**src/rtl/fetch_unit_pkg.sv**
```systemverilog
// Shared types and constants for the fetch unit AXI-Stream master.
// Imported by fetch_unit_skid_fifo and fetch_unit_m00_axis.
package fetch_unit_pkg;

  typedef enum logic [1:0] {
    ST_INIT,
    ST_IDLE,
    ST_STREAM,
    ST_DONE
  } state_t;

  localparam int FIFO_DEPTH = 2;
  localparam int OCC_W      = $clog2(FIFO_DEPTH + 1);

  // Sliced down to the stream's byte count by the top.
  localparam logic [127:0] STRB_ONES = '1;

endpackage

```
**src/rtl/fetch_unit_skid_fifo.sv**
```systemverilog
// Two-entry {last, data} FIFO buffering BRAM read returns ahead of the stream.
// Occupancy is exported so the reader can apply read credits.
import fetch_unit_pkg::*;

module fetch_unit_skid_fifo #(
  parameter int DW = 32
) (
  input  logic             clk,
  input  logic             i_rst,
  input  logic             i_push,
  input  logic [DW-1:0]    i_push_data,
  input  logic             i_push_last,
  input  logic             i_pop,
  output logic             o_empty,
  output logic [DW-1:0]    o_head_data,
  output logic             o_head_last,
  output logic [OCC_W-1:0] o_count
);

  logic [DW:0]      r_mem [FIFO_DEPTH];
  logic             r_wr;
  logic             r_rd;
  logic [OCC_W-1:0] r_cnt;
  logic             w_pop;

  assign w_pop = i_pop && (r_cnt != '0);

  always_ff @(posedge clk) begin
    if (i_push) begin
      r_mem[r_wr] <= {i_push_last, i_push_data};
    end
  end

  always_ff @(posedge clk) begin
    if (i_rst) begin
      r_wr  <= 1'b0;
      r_rd  <= 1'b0;
      r_cnt <= '0;
    end else begin
      if (i_push) begin
        r_wr <= ~r_wr;
      end
      if (w_pop) begin
        r_rd <= ~r_rd;
      end
      unique case ({i_push, w_pop})
        2'b10:   r_cnt <= r_cnt + OCC_W'(1);
        2'b01:   r_cnt <= r_cnt - OCC_W'(1);
        default: r_cnt <= r_cnt;
      endcase
    end
  end

  assign o_empty     = (r_cnt == '0);
  assign o_head_data = r_mem[r_rd][DW-1:0];
  assign o_head_last = r_mem[r_rd][DW];
  assign o_count     = r_cnt;

endmodule

```
**src/rtl/fetch_unit_m00_axis.sv**
```systemverilog
// Fetch unit AXI4-Stream master: streams res_size BRAM words as one packet.
// Define FETCH_UNIT_ASSERT_EN to compile in simulation assertions.
import fetch_unit_pkg::*;

module fetch_unit_m00_axis #(
  parameter int C_M_AXIS_TDATA_WIDTH = 32,
  parameter int C_M_START_COUNT      = 32,
  parameter int BRAM_DEPTH           = 10
) (
  input  logic                              M_AXIS_ACLK,
  input  logic                              M_AXIS_ARESET,
  input  logic                              VALID_PE2FU,
  input  logic [31:0]                       res_size,
  output logic [BRAM_DEPTH-1:0]             mat_res_addr,
  output logic                              mat_res_ren,
  input  logic [C_M_AXIS_TDATA_WIDTH-1:0]   mat_res_dout,
  output logic                              M_AXIS_TVALID,
  output logic [C_M_AXIS_TDATA_WIDTH-1:0]   M_AXIS_TDATA,
  output logic [C_M_AXIS_TDATA_WIDTH/8-1:0] M_AXIS_TSTRB,
  output logic                              M_AXIS_TLAST,
  input  logic                              M_AXIS_TREADY
);

  localparam int DW = C_M_AXIS_TDATA_WIDTH;
  localparam logic [31:0] START_M1 =
    (C_M_START_COUNT > 0) ? 32'(C_M_START_COUNT - 1) : 32'd0;

  state_t                r_state;
  logic [31:0]           r_init_cnt;
  logic [31:0]           r_remaining;
  logic [BRAM_DEPTH-1:0] r_rd_ptr;
  logic                  r_inflight;
  logic                  r_inflight_last;

  logic                  w_empty;
  logic [DW-1:0]         w_head_data;
  logic                  w_head_last;
  logic [OCC_W-1:0]      w_occ;
  logic                  w_pop;
  logic                  w_ren;
  logic [OCC_W:0]        w_load;

  assign w_pop  = !w_empty && M_AXIS_TREADY;

  // Slots that will be occupied next cycle if nothing new is read.
  assign w_load = {1'b0, w_occ}
                + {{OCC_W{1'b0}}, r_inflight}
                - {{OCC_W{1'b0}}, w_pop};

  assign w_ren  = (r_state == ST_STREAM)
               && (r_remaining != 32'd0)
               && (w_load < (OCC_W+1)'(FIFO_DEPTH));

  always_ff @(posedge M_AXIS_ACLK) begin
    if (M_AXIS_ARESET) begin
      r_state         <= ST_INIT;
      r_init_cnt      <= 32'd0;
      r_remaining     <= 32'd0;
      r_rd_ptr        <= '0;
      r_inflight      <= 1'b0;
      r_inflight_last <= 1'b0;
    end else begin
      r_inflight      <= w_ren;
      r_inflight_last <= w_ren && (r_remaining == 32'd1);
      if (w_ren) begin
        r_rd_ptr    <= r_rd_ptr + BRAM_DEPTH'(1);
        r_remaining <= r_remaining - 32'd1;
      end
      unique case (r_state)
        ST_INIT: begin
          if (r_init_cnt >= START_M1) begin
            r_state <= ST_IDLE;
          end else begin
            r_init_cnt <= r_init_cnt + 32'd1;
          end
        end
        ST_IDLE: begin
          if (VALID_PE2FU) begin
            r_remaining <= res_size;
            r_rd_ptr    <= '0;
            r_state     <= (res_size == 32'd0) ? ST_DONE : ST_STREAM;
          end
        end
        ST_STREAM: begin
          if (w_pop && w_head_last) begin
            r_state <= ST_DONE;
          end
        end
        ST_DONE: begin
          if (!VALID_PE2FU) begin
            r_state <= ST_IDLE;
          end
        end
        default: r_state <= ST_INIT;
      endcase
    end
  end

  fetch_unit_skid_fifo #(
    .DW (DW)
  ) u_fifo (
    .clk         (M_AXIS_ACLK),
    .i_rst       (M_AXIS_ARESET),
    .i_push      (r_inflight),
    .i_push_data (mat_res_dout),
    .i_push_last (r_inflight_last),
    .i_pop       (w_pop),
    .o_empty     (w_empty),
    .o_head_data (w_head_data),
    .o_head_last (w_head_last),
    .o_count     (w_occ)
  );

  assign mat_res_ren   = w_ren;
  assign mat_res_addr  = r_rd_ptr;
  assign M_AXIS_TVALID = !w_empty;
  assign M_AXIS_TDATA  = w_empty ? '0 : w_head_data;
  assign M_AXIS_TLAST  = !w_empty && w_head_last;
  assign M_AXIS_TSTRB  = STRB_ONES[DW/8-1:0];

`ifdef FETCH_UNIT_ASSERT_EN
  logic [31:0] r_beats;
  logic [31:0] r_size;

  always_ff @(posedge M_AXIS_ACLK) begin
    if (M_AXIS_ARESET) begin
      r_beats <= 32'd0;
      r_size  <= 32'd0;
    end else if (r_state == ST_IDLE && VALID_PE2FU) begin
      r_beats <= 32'd0;
      r_size  <= res_size;
    end else if (w_pop) begin
      r_beats <= r_beats + 32'd1;
    end
  end

  a_stable: assert property (@(posedge M_AXIS_ACLK)
    disable iff (M_AXIS_ARESET)
    (M_AXIS_TVALID && !M_AXIS_TREADY) |=>
      (M_AXIS_TVALID && $stable(M_AXIS_TDATA) && $stable(M_AXIS_TLAST)));

  a_ren_state: assert property (@(posedge M_AXIS_ACLK)
    mat_res_ren |-> (r_state == ST_STREAM));

  a_no_ovf: assert property (@(posedge M_AXIS_ACLK)
    disable iff (M_AXIS_ARESET)
    (r_inflight && !w_pop) |-> (w_occ < OCC_W'(FIFO_DEPTH)));

  a_beats: assert property (@(posedge M_AXIS_ACLK)
    disable iff (M_AXIS_ARESET)
    (w_pop && w_head_last) |-> ((r_beats + 32'd1) == r_size));
`endif

endmodule

```
**config.mk**
```make
export PLATFORM = sky130hd
export DESIGN_NAME = fetch_unit_m00_axis
export DESIGN_NICKNAME = d
export VERILOG_FILES = /design/src/rtl/fetch_unit_pkg.sv /design/src/rtl/fetch_unit_skid_fifo.sv /design/src/rtl/fetch_unit_m00_axis.sv
export SDC_FILE = /design/constraint.sdc
export NUM_CORES = 1
export LEC_CHECK = 0
export BUFFER_PORTS_ARGS = -buffer_cell sky130_fd_sc_hd__buf_2
export CORE_MARGIN = 10
export CORE_UTILIZATION = 50
export DETAILED_ROUTE_END_ITERATION = 7
export PLACE_DENSITY = 0.76
export SYNTH_ARGS = -nofsm -noshare
export SYNTH_HDL_FRONTEND = slang
export SYNTH_SLANG_ARGS = --single-unit
```
**constraint.sdc**
```tcl
create_clock -name M_AXIS_ACLK -period 4.6 [get_ports M_AXIS_ACLK]
set_input_delay 1.38 -clock M_AXIS_ACLK [delete_from_list [all_inputs] [get_ports M_AXIS_ACLK]]
set_output_delay 1.38 -clock M_AXIS_ACLK [all_outputs]
set_load 0.02 [all_outputs]
```
==> results.ini, run 1 <==
[floorplan]
ios = 117
die_h_um = 133
die_area_um2 = 17700
row_count = 41
start_util_pct = 51.0
core_um2 = 12600
die_w_um = 133

[critical_path]
start_kind = input pin
cp-endpoint = mat_res_ren
critical_path_class = input pin to primary output
regToRegStartpoint = u_fifo.o_count[1]
critPathMostFrequentCell = and2_4
worstPathRequired_ns = 3.22
cp_max_fo = 2
ff2ff_path_depth = 12
max_stage_delay_ns = 0.52
cp.arrival_ns = 3.12
cp-startpoint = M_AXIS_TREADY
crit_chain = buf_2 > o21ai_2 > inv_2 > ha_1 > nand2b_1 > fa_2 > and2_4 > and2_4 > o31ai_2 > inv_4 > buf_4
regToRegSetupSlack_ns = 1.30
slowest_stage = fa_2
worstReg2RegEnd = r_remaining[18]
critical_path.endpoint_type = primary output

[min_path]
hold_class = flip-flop to flip-flop

[placed_design]
place.gp.congestion = 0.825
io_buffers = 112
hpwl_um = 10200
preCtsSetupSlack_ns = 0.0112

[cts]
cts_max_level = 4
postCtsHoldBufs = 0
clock_latency_ns = 0.42
cts_tree = done
root_buffer = clkbuf_16
path_clk_slew_ns = 0.06
cts_sinks = 149
cts_buffer_depth = 2
cts-buffers-inserted = 17

[logic_synthesis]
synth.top_cell.area_share_pct = 30.9
yosys_register_bits = 149
postSynthCellCount = 581
synth_top_cells_by_area = edfxtp_1 (31%), dfxtp_1 (26%), mux2i_1 (5.5%)
synth_common_cells = nor2_1 (84), dfxtp_1 (83), edfxtp_1 (66), mux2i_1 (35), nor4_1 (28)
netlist_area_um2 = 6410
avgSynthCellArea_um2 = 11.0
synth_cell_types = 57
synth_ff_type = dfxtp_1
async_flop_share_pct = 0
yosys_warnings = 0
synth_edf_count = 66
synth.most_common_cell = nor2_1
ys_seq_area_share_pct = 56.9
yosysTopAreaCell = edfxtp_1

[layout]
final_nets = 776
multi_input_area_um2 = 2610
regArea_um2 = 3640
diodes = 0
fillers = 1017
drive_gt1_share_pct = 24.8
fin_util_pct = 61.8
area_growth_pct = 21.2

[drt]
vias = 4901
drt_wl_total_um = 14500
ant_nets = 0
drc = 0
first_pass_iters = 5
wl_per_cell_um = 16.5
drtIter0Drc = 462
viasPerCell = 5.56

[timing]
fin_worst_skew_ns = 0.00810
worstMarginPinSlew_ns = 1.04
max_freq_mhz = 222
hold_viol = 0
setup_viol = 0
totalNegativeSetupSlack_ns = 0
post-route-period-util_pct = 97.8
layout_min_cycle_time_ns = 4.50
maxSlewHeadroom_pct = 30.7
rsz0062_at_grt = false
slew_violations = 0
setup_ws_ns = 0.101

[flow_run]
maxCapViolCount = 0

[global_route]
overflow = 0
grt_pass1_vias = 4855
grt_pass1_wl_um = 24000
grt_use_total_pct = 16.2
grt_max_degree = 40
antenna_found_initial = 0

[outcome]
outcome = finished, final reports clean

[power]
ir_worst_vdd_v = 0.000209
p_leak_uw = 0.00289
powerDensity_nw_per_um2 = 445

## placed cells by master (no fill, tap or decap), types with 14 or more instances in the layout
cell type  Yosys  routed
mux2i_1       35      35
edfxtp_1      66      66
o21ai_0       15      14
nand2_1       15      14
a311oi_1      18      18
nor4_1        28      28
nor2b_1       26      26
dfxtp_1       83      82
nor2_1        84      82
buf_4          5      14
or3_1         25      25
buf_2          2     111
clkbuf_16      0      18
## final cells by class
cell class	instances	area share [%]
Tap cell	172	2.77
Clock buffer	19	5.85
Multi-Input combinational cell	393	33.6
Sequential cell	149	46.9
Clock inverter	13	1.77
Timing Repair Buffer	125	8.51
Inverter	10	0.516
## logic make-up (layout without fill, tap and decap cells)
family | Yosys count | after routing | synth area share (%)
AOI/OAI and AO/OA | 88 | 88 | 9.84
buffers and inverters | 42 | 167 | 2.95
adders and majority gates | 12 | 12 | 2.46
muxes | 35 | 35 | 5.47
and+or+nand+nor | 239 | 239 | 20.3
DFF | 149 | 149 | 56.9
other | 1 | 4 | 0.0585
xor gates and xnor gates | 15 | 15 | 2.05
## registers in the layout, indices dropped and copies added (netlist names), named ones only
name             cells
u_fifo.r_mem        66
r_init_cnt          32
r_remaining         32
mat_res_addr        10
r_state              2
u_fifo.o_count       2
r_inflight           1
r_inflight_last      1
u_fifo.r_rd          1
u_fifo.r_wr          1
## worst min-delay path by stage
stage | startpoint | end | slack, ns | cells past startpoint
3_3_place_gp | r_inflight_last | u_fifo.r_mem[0][32] | 0.42 | 0
2_1_floorplan | r_inflight_last | u_fifo.r_mem[0][32] | 0.40 | 0
5_1_grt | r_inflight_last | u_fifo.r_mem[0][32] | 0.46 | 0
6_report | r_inflight_last | u_fifo.r_mem[0][32] | 0.43 | 0
4_1_cts | r_inflight_last | u_fifo.r_mem[0][32] | 0.44 | 0
3_5_place_dp | r_inflight_last | u_fifo.r_mem[1][32] | 0.43 | 0
## power by group
part           switching [uW]  internal (uW)  total [uW]
Clock                     557            793        1350
Combinational             379            225         604
Sequential               64.5           1440        1500
## metrics by stage
step | cell area (um2) | hold WS [ns] | power [uW] | cells
6_report | 7760 | 0.432 | 3450 | 881
3_3_place_gp | 7140 | 0.423 | 2090 | 848
5_1_grt | 7760 | 0.464 | 3600 | 881
2_1_floorplan | 6420 | 0.404 | 1960 | 584
4_1_cts | 7740 | 0.436 | 3460 | 880
3_5_place_dp | 7140 | 0.426 | 2110 | 848
## critical path: cells and delay by family
family                     cells  cell delay, ns
buffers and inverters          4            0.35
AOI/OAI and AO/OA              2            0.15
and+or+nand+nor                3            0.43
adders and majority gates      2            0.80
## what timing repair did
item,CTS,global route
pin swaps,0,1
setup endpoints to repair,1,1
buffers inserted,0,1
resized for setup,1,7
## metal layers
layer / GRT usage, % / part of all wire (%)
met4: 5.99 / 1.2
met1: 21.3 / 47
met2: 24.8 / 45
met3: 4.59 / 6.7
met5: 0 / 0
(Power assumes the default switching activity.)
==> inputs of run 2 (changes only) <==
==> constraint.sdc (replaced) <==
create_clock -name M_AXIS_ACLK -period 4.6 [get_ports M_AXIS_ACLK]
set_input_delay 1.38 -clock M_AXIS_ACLK [delete_from_list [all_inputs] [get_ports M_AXIS_ACLK]]
set_output_delay 1.38 -clock M_AXIS_ACLK [all_outputs]
set_load 0.005 [all_outputs]
==> run 2 against run 1 <==
Maximum frequency increased by 0.23%; first-iteration DRC count down 17%; register-to-register slack got worse by 0.02 ns; die area is the same; sequential power is essentially flat; via count is 1.5% higher; clock skew grew 0.0048 ns; total power shrank 3.8%; design area is 1.0% lower; routed wire length increased by 0.99%; core utilization fell by 0.62 points; clock-buffer cell count shrank 2; highest routed layer unchanged.
==> results.ini, run 2 (synthesis results as in run 1) <==
[global_route]
grt_use_total_pct = 16.4
grt_max_degree = 54
overflow = 0
grt_pass1_wl_um = 24100
antenna_found_initial = 1
grt_pass1_vias = 4908

[cts]
postCtsHoldBufs = 0
cts_max_level = 4
cts_sinks = 149
clock_latency_ns = 0.42
root_buffer = clkbuf_16
cts_tree = done
cts-buffers-inserted = 17
path_clk_slew_ns = 0.06
cts_buffer_depth = 2

[floorplan]
ios = 117
core_um2 = 12600
die_h_um = 133
start_util_pct = 51.0
die_area_um2 = 17700
row_count = 41
die_w_um = 133

[drt]
drtIter0Drc = 384
wl_per_cell_um = 16.6
ant_nets = 0
viasPerCell = 5.64
drt_wl_total_um = 14600
drc = 0
vias = 4973
first_pass_iters = 4

[timing]
rsz0062_at_grt = false
layout_min_cycle_time_ns = 4.49
setup_viol = 0
max_freq_mhz = 223
fin_worst_skew_ns = 0.0129
hold_viol = 0
slew_violations = 0
totalNegativeSetupSlack_ns = 0
maxSlewHeadroom_pct = 30.6
worstMarginPinSlew_ns = 1.04
post-route-period-util_pct = 97.6

[placed_design]
hpwl_um = 10300
place.gp.congestion = 0.835
io_buffers = 112

[critical_path]
critical_path_class = input pin to primary output
critical_path.endpoint_type = primary output
cp_max_fo = 2
worstPathRequired_ns = 3.22
cp.arrival_ns = 3.11
start_kind = input pin

[layout]
mostFrequentLayoutCell = buf_2
drive_gt1_share_pct = 24.0
final_nets = 775
final_cell_mix = buf_2 (112), nor2_1 (82), dfxtp_1 (82)
area_growth_pct = 20.0
largest_reg_flops = 66
fillers = 1022
reg_top3 = u_fifo.r_mem x66, r_init_cnt x32, r_remaining x32
largest_register = u_fifo.r_mem

[power]
p_leak_uw = 0.00287
powerDensity_nw_per_um2 = 433
ir_worst_vdd_v = 0.000247
total_power_uw = 3330

[flow_run]
maxCapViolCount = 0

[min_path]
hold_class = flip-flop to flip-flop

[outcome]
outcome = finished, final reports clean

run 2: changes by cell type in the layout (fill, tap and decap cells not counted), sizes merged:
cell / delta
clkinv: +7
inv: -3
clkbuf: -2
buf: -1
bufinv: -1
clkinvlp: -1
diode: +1
run 2: critical path, cell delays in order:
cell and delay [ns]:
buf_2 0.09, o21ai_1 0.10, inv_1 0.09, ha_1 0.28
nand2b_1 0.15, fa_1 0.47, and2_1 0.14, and2_4 0.15
o31ai_2 0.08, inv_4 0.06, buf_2 0.10
run 2: cell type report:
type	count	area, um2	area share (%)
clock inverter	15	105	1.37
multi-input combinational	393	2600	33.9
sequential	149	3640	47.4
antenna	1	2.50	0.0326
clock buffer	17	425	5.53
tap	172	215	2.80
timing repair buffer	124	651	8.46
inverter	10	40.0	0.521
run 2: path summary, 6_finish.rpt:
path	from	slack (ns)	cells past startpoint	endpoint
worst max-delay path	M_AXIS_TREADY	0.11	11	mat_res_ren
worst min-delay path	r_inflight_last	0.44	0	u_fifo.r_mem[1][32]
worst max register to register	u_fifo.o_count[1]	1.28	11	r_remaining[18]
worst min register to register	r_inflight_last	0.44	0	u_fifo.r_mem[1][32]
run 2: timing repair:
item | 4_1_cts | 5_1_grt
resized for setup | 0 | 3
endpoints found under the setup margin | 0 | 1
setup buffers | 0 | 1
run 2: metal layers:
layer	share of wire [%]	track usage [%]	vias to the layer above
li1	-	-	2397
met1	44	19.9	2362
met2	47	26.3	186
met3	7.3	5.60	28
met4	2.2	6.59	0
met5	0	0	-
run 2: stage by stage:
step / setup slack (ns) / hold WS, ns / area [um2] / util [%] / cells
after floorplan: 0.0829 / 0.404 / 6420 / - / 584
after global placement: 0.101 / 0.413 / 7140 / 56.8 / 847
after detailed placement: 0.0759 / 0.437 / 7140 / 56.8 / 847
after CTS: 0.0501 / 0.444 / 7670 / 61.0 / 879
after global routing: 0.00460 / 0.442 / 7690 / 61.2 / 881
final: 0.112 / 0.438 / 7690 / 61.2 / 881
run 2: power breakdown:
part           switching (uW)  leakage, uW  internal (uW)
sequential               63.7      0.00126           1440
clock                     537     0.000263            688
combinational             375      0.00134            224
total                     976      0.00287           2350
==> inputs of run 3 (changes only) <==
--- a/config.mk
+++ b/config.mk
@@ -5,9 +5,10 @@
 export SDC_FILE = /design/constraint.sdc
 export NUM_CORES = 1
 export LEC_CHECK = 0
+export ABC_AREA = 1
 export BUFFER_PORTS_ARGS = -buffer_cell sky130_fd_sc_hd__buf_2
 export CORE_MARGIN = 10
-export CORE_UTILIZATION = 50
+export CORE_UTILIZATION = 51
 export DETAILED_ROUTE_END_ITERATION = 7
 export PLACE_DENSITY = 0.76
 export SYNTH_ARGS = -nofsm -noshare
==> run 3 against run 2 <==
Sequential share of layout area decreased by 5.0 points; die area increased by 9.8%; total power increased by 31%; cell count increased by 43%; maximum frequency about the same; clock skew decreased by 0.0066 ns; non-clock buffer count decreased by 1; first-iteration DRC count increased by 49%; hold slack got worse by 0.0086 ns; synthesized cell count increased by 65%.
==> results.ini, run 3 <==
[outcome]
outcome = finished, final reports clean

[layout]
largest_register = u_fifo.r_mem
regArea_um2 = 3640
reg_top3 = u_fifo.r_mem x66, r_init_cnt x32, r_remaining x32
final_cell_area_um2 = 8600
final_nets = 1145
final_cell_mix = nand2_1 (264), inv_1 (120), nor2_1 (116)
fillers = 1248
multi_input_area_um2 = 2980
drive_gt1_share_pct = 18.6
mostFrequentLayoutCell = nand2_1
largest_reg_flops = 66
area_growth_pct = 17.9

[placed_design]
hpwl_um = 12200
placed_cell_area_um2 = 8020
place.gp.congestion = 0.935
io_buffers = 112
preCtsSetupSlack_ns = 0.0450

[floorplan]
die_w_um = 140
die_area_um2 = 19500
row_count = 43
start_util_pct = 52.3
die_h_um = 140
ios = 117
core_um2 = 13900

[min_path]
hold_class = flip-flop to flip-flop
min_path_cells = 2

[cts]
root_buffer = clkbuf_16
cts_sinks = 149
path_clk_slew_ns = 0.06
cts-resized-gates = 0
cts-buffers-inserted = 17
postCtsHoldBufs = 0
clock_latency_ns = 0.43
cts_max_level = 4
cts_tree = done
cts_buffer_depth = 2
post-cts-setup-buffers = 0

[timing]
whs_ns = 0.430
setup_viol = 0
fin_worst_skew_ns = 0.00634
totalNegativeSetupSlack_ns = 0
maxSlewHeadroom_pct = 49.8
max_freq_mhz = 223
setup_ws_ns = 0.108
post-route-period-util_pct = 97.6
worstMarginPinSlew_ns = 0.752
slew_violations = 0
rsz0062_at_grt = false
layout_min_cycle_time_ns = 4.49
hold_viol = 0

[drt]
drtIter0Drc = 573
viasPerCell = 4.99
first_pass_iters = 5
ant_nets = 0
drt_wl_total_um = 17000
vias = 6283
drc = 0
wl_per_cell_um = 13.5

[critical_path]
regToRegSetupSlack_ns = 1.79
slowest_stage = fa_1
cp_max_fo = 2
cp.arrival_ns = 3.11
crit_chain = buf_2 > inv_2 > nor2_4 > ha_1 > or2_4 > fa_1 > nand3_2 > nor2_4 > nand2_4 > inv_2 > buf_2
critical_path.endpoint_type = primary output
critical_path_class = input pin to primary output
path_depth = 11
start_kind = input pin
max_stage_delay_ns = 0.52
path_buf_inv = 4
crit_family = adder cells
ff2ff_path_depth = 12
worstPathRequired_ns = 3.22

[global_route]
grt_pass1_vias = 5865
overflow = 0
grt_pass1_wl_um = 27600
grt_max_degree = 45
antenna_found_initial = 1
grt_use_total_pct = 17.0

[logic_synthesis]
yosysTopAreaCell = edfxtp_1
synth_top_cells_by_area = edfxtp_1 (27%), dfxtp_1 (23%), nand2_1 (14%)
synth_edf_count = 66
synth_ff_type = dfxtp_1
async_flop_share_pct = 0
synth.most_common_cell = nand2_1
postSynthCellCount = 956
netlist_area_um2 = 7290
yosys_warnings = 0
yosys_register_bits = 149
synth.top_cell.area_share_pct = 27.2
avgSynthCellArea_um2 = 7.63
synth_common_cells = nand2_1 (264), inv_1 (121), nor2_1 (119), dfxtp_1 (83), a21oi_1 (73)
ys_seq_area_share_pct = 50.0
synth_cell_types = 35

[power]
ir_worst_vdd_v = 0.000336
powerDensity_nw_per_um2 = 505
p_leak_uw = 0.00422

[flow_run]
maxCapViolCount = 0

## run 3: cell count changes in the layout (fill, tap and decap cells not counted), sizes merged, moves of 9 or more
cell / previous run / this run
nor4: 29 / 2
a311oi: 18 / 0
mux2i: 35 / 0
nand3: 4 / 55
o31ai: 9 / 0
nor2: 84 / 127
clkinv: 11 / 2
or4: 11 / 0
nand2: 15 / 271
nor2b: 26 / 0
inv: 13 / 148
a21oi: 12 / 73
or3: 25 / 0
a211oi: 10 / 1
## run 3: cell type report
| class | instances | area share [%] |
|---|---|---|
| Antenna cell | 1 | 0.0291 |
| Clock buffer | 18 | 4.99 |
| Clock inverter | 14 | 1.64 |
| Inverter | 141 | 6.16 |
| Multi-Input combinational cell | 633 | 34.7 |
| Sequential cell | 149 | 42.4 |
| Tap cell | 180 | 2.62 |
| Timing Repair Buffer | 123 | 7.48 |
## run 3: worst paths after layout
kind,start,endpoint
setup / recovery,M_AXIS_TREADY,mat_res_ren
hold / removal,r_init_cnt[12],r_init_cnt[12]
hold reg to reg,r_init_cnt[12],r_init_cnt[12]
setup reg to reg,u_fifo.o_count[0],r_inflight_last
## run 3: kinds of logic (layout without fill, tap and decap cells)
| kind of cell | count (synthesis) | after routing | synth area share, % |
|---|---|---|---|
| AND/OR/NAND/NOR | 494 | 494 | 28.4 |
| buffers and inverters | 177 | 296 | 9.64 |
| flip-flops | 149 | 149 | 50.0 |
| AO/OA/AOI/OAI | 103 | 103 | 7.33 |
| XOR/XNOR | 20 | 20 | 2.40 |
| adder cells (fa/ha/maj) | 12 | 12 | 2.16 |
| other | 1 | 5 | 0.0514 |
## run 3: routing by layer
layer  wire [um]  track usage, %  vias up
li1            -               -     3225
met2        7750            26.9      175
met5           0               0        -
met3        1070            4.73       27
met4         351            6.96        0
met1        7830            21.5     2856
## run 3: through the flow
step,total power [uW],std cells,utilization [%]
finish,4350,1259,61.7
global placement,2990,1226,57.5
detailed placement,3010,1226,57.5
floorplan,2690,959,-
global route,4630,1259,61.7
CTS,4340,1258,61.6
## run 3: worst register-to-register path, delay by kind of cell, from the launching register on
| family | cells | cell delay [ns] |
|---|---|---|
| simple gates | 8 | 1.13 |
| buf+inv | 2 | 0.43 |
| fa+ha+maj | 2 | 0.80 |
| flops | 1 | 0.36 |
## run 3: where the power goes
part / internal, uW / leakage [uW] / switching [uW]
sequential: 1450 / 0.00127 / 69.9
combinational: 527 / 0.00268 / 959
clock: 759 / 0.000268 / 580
total: 2740 / 0.00422 / 1610
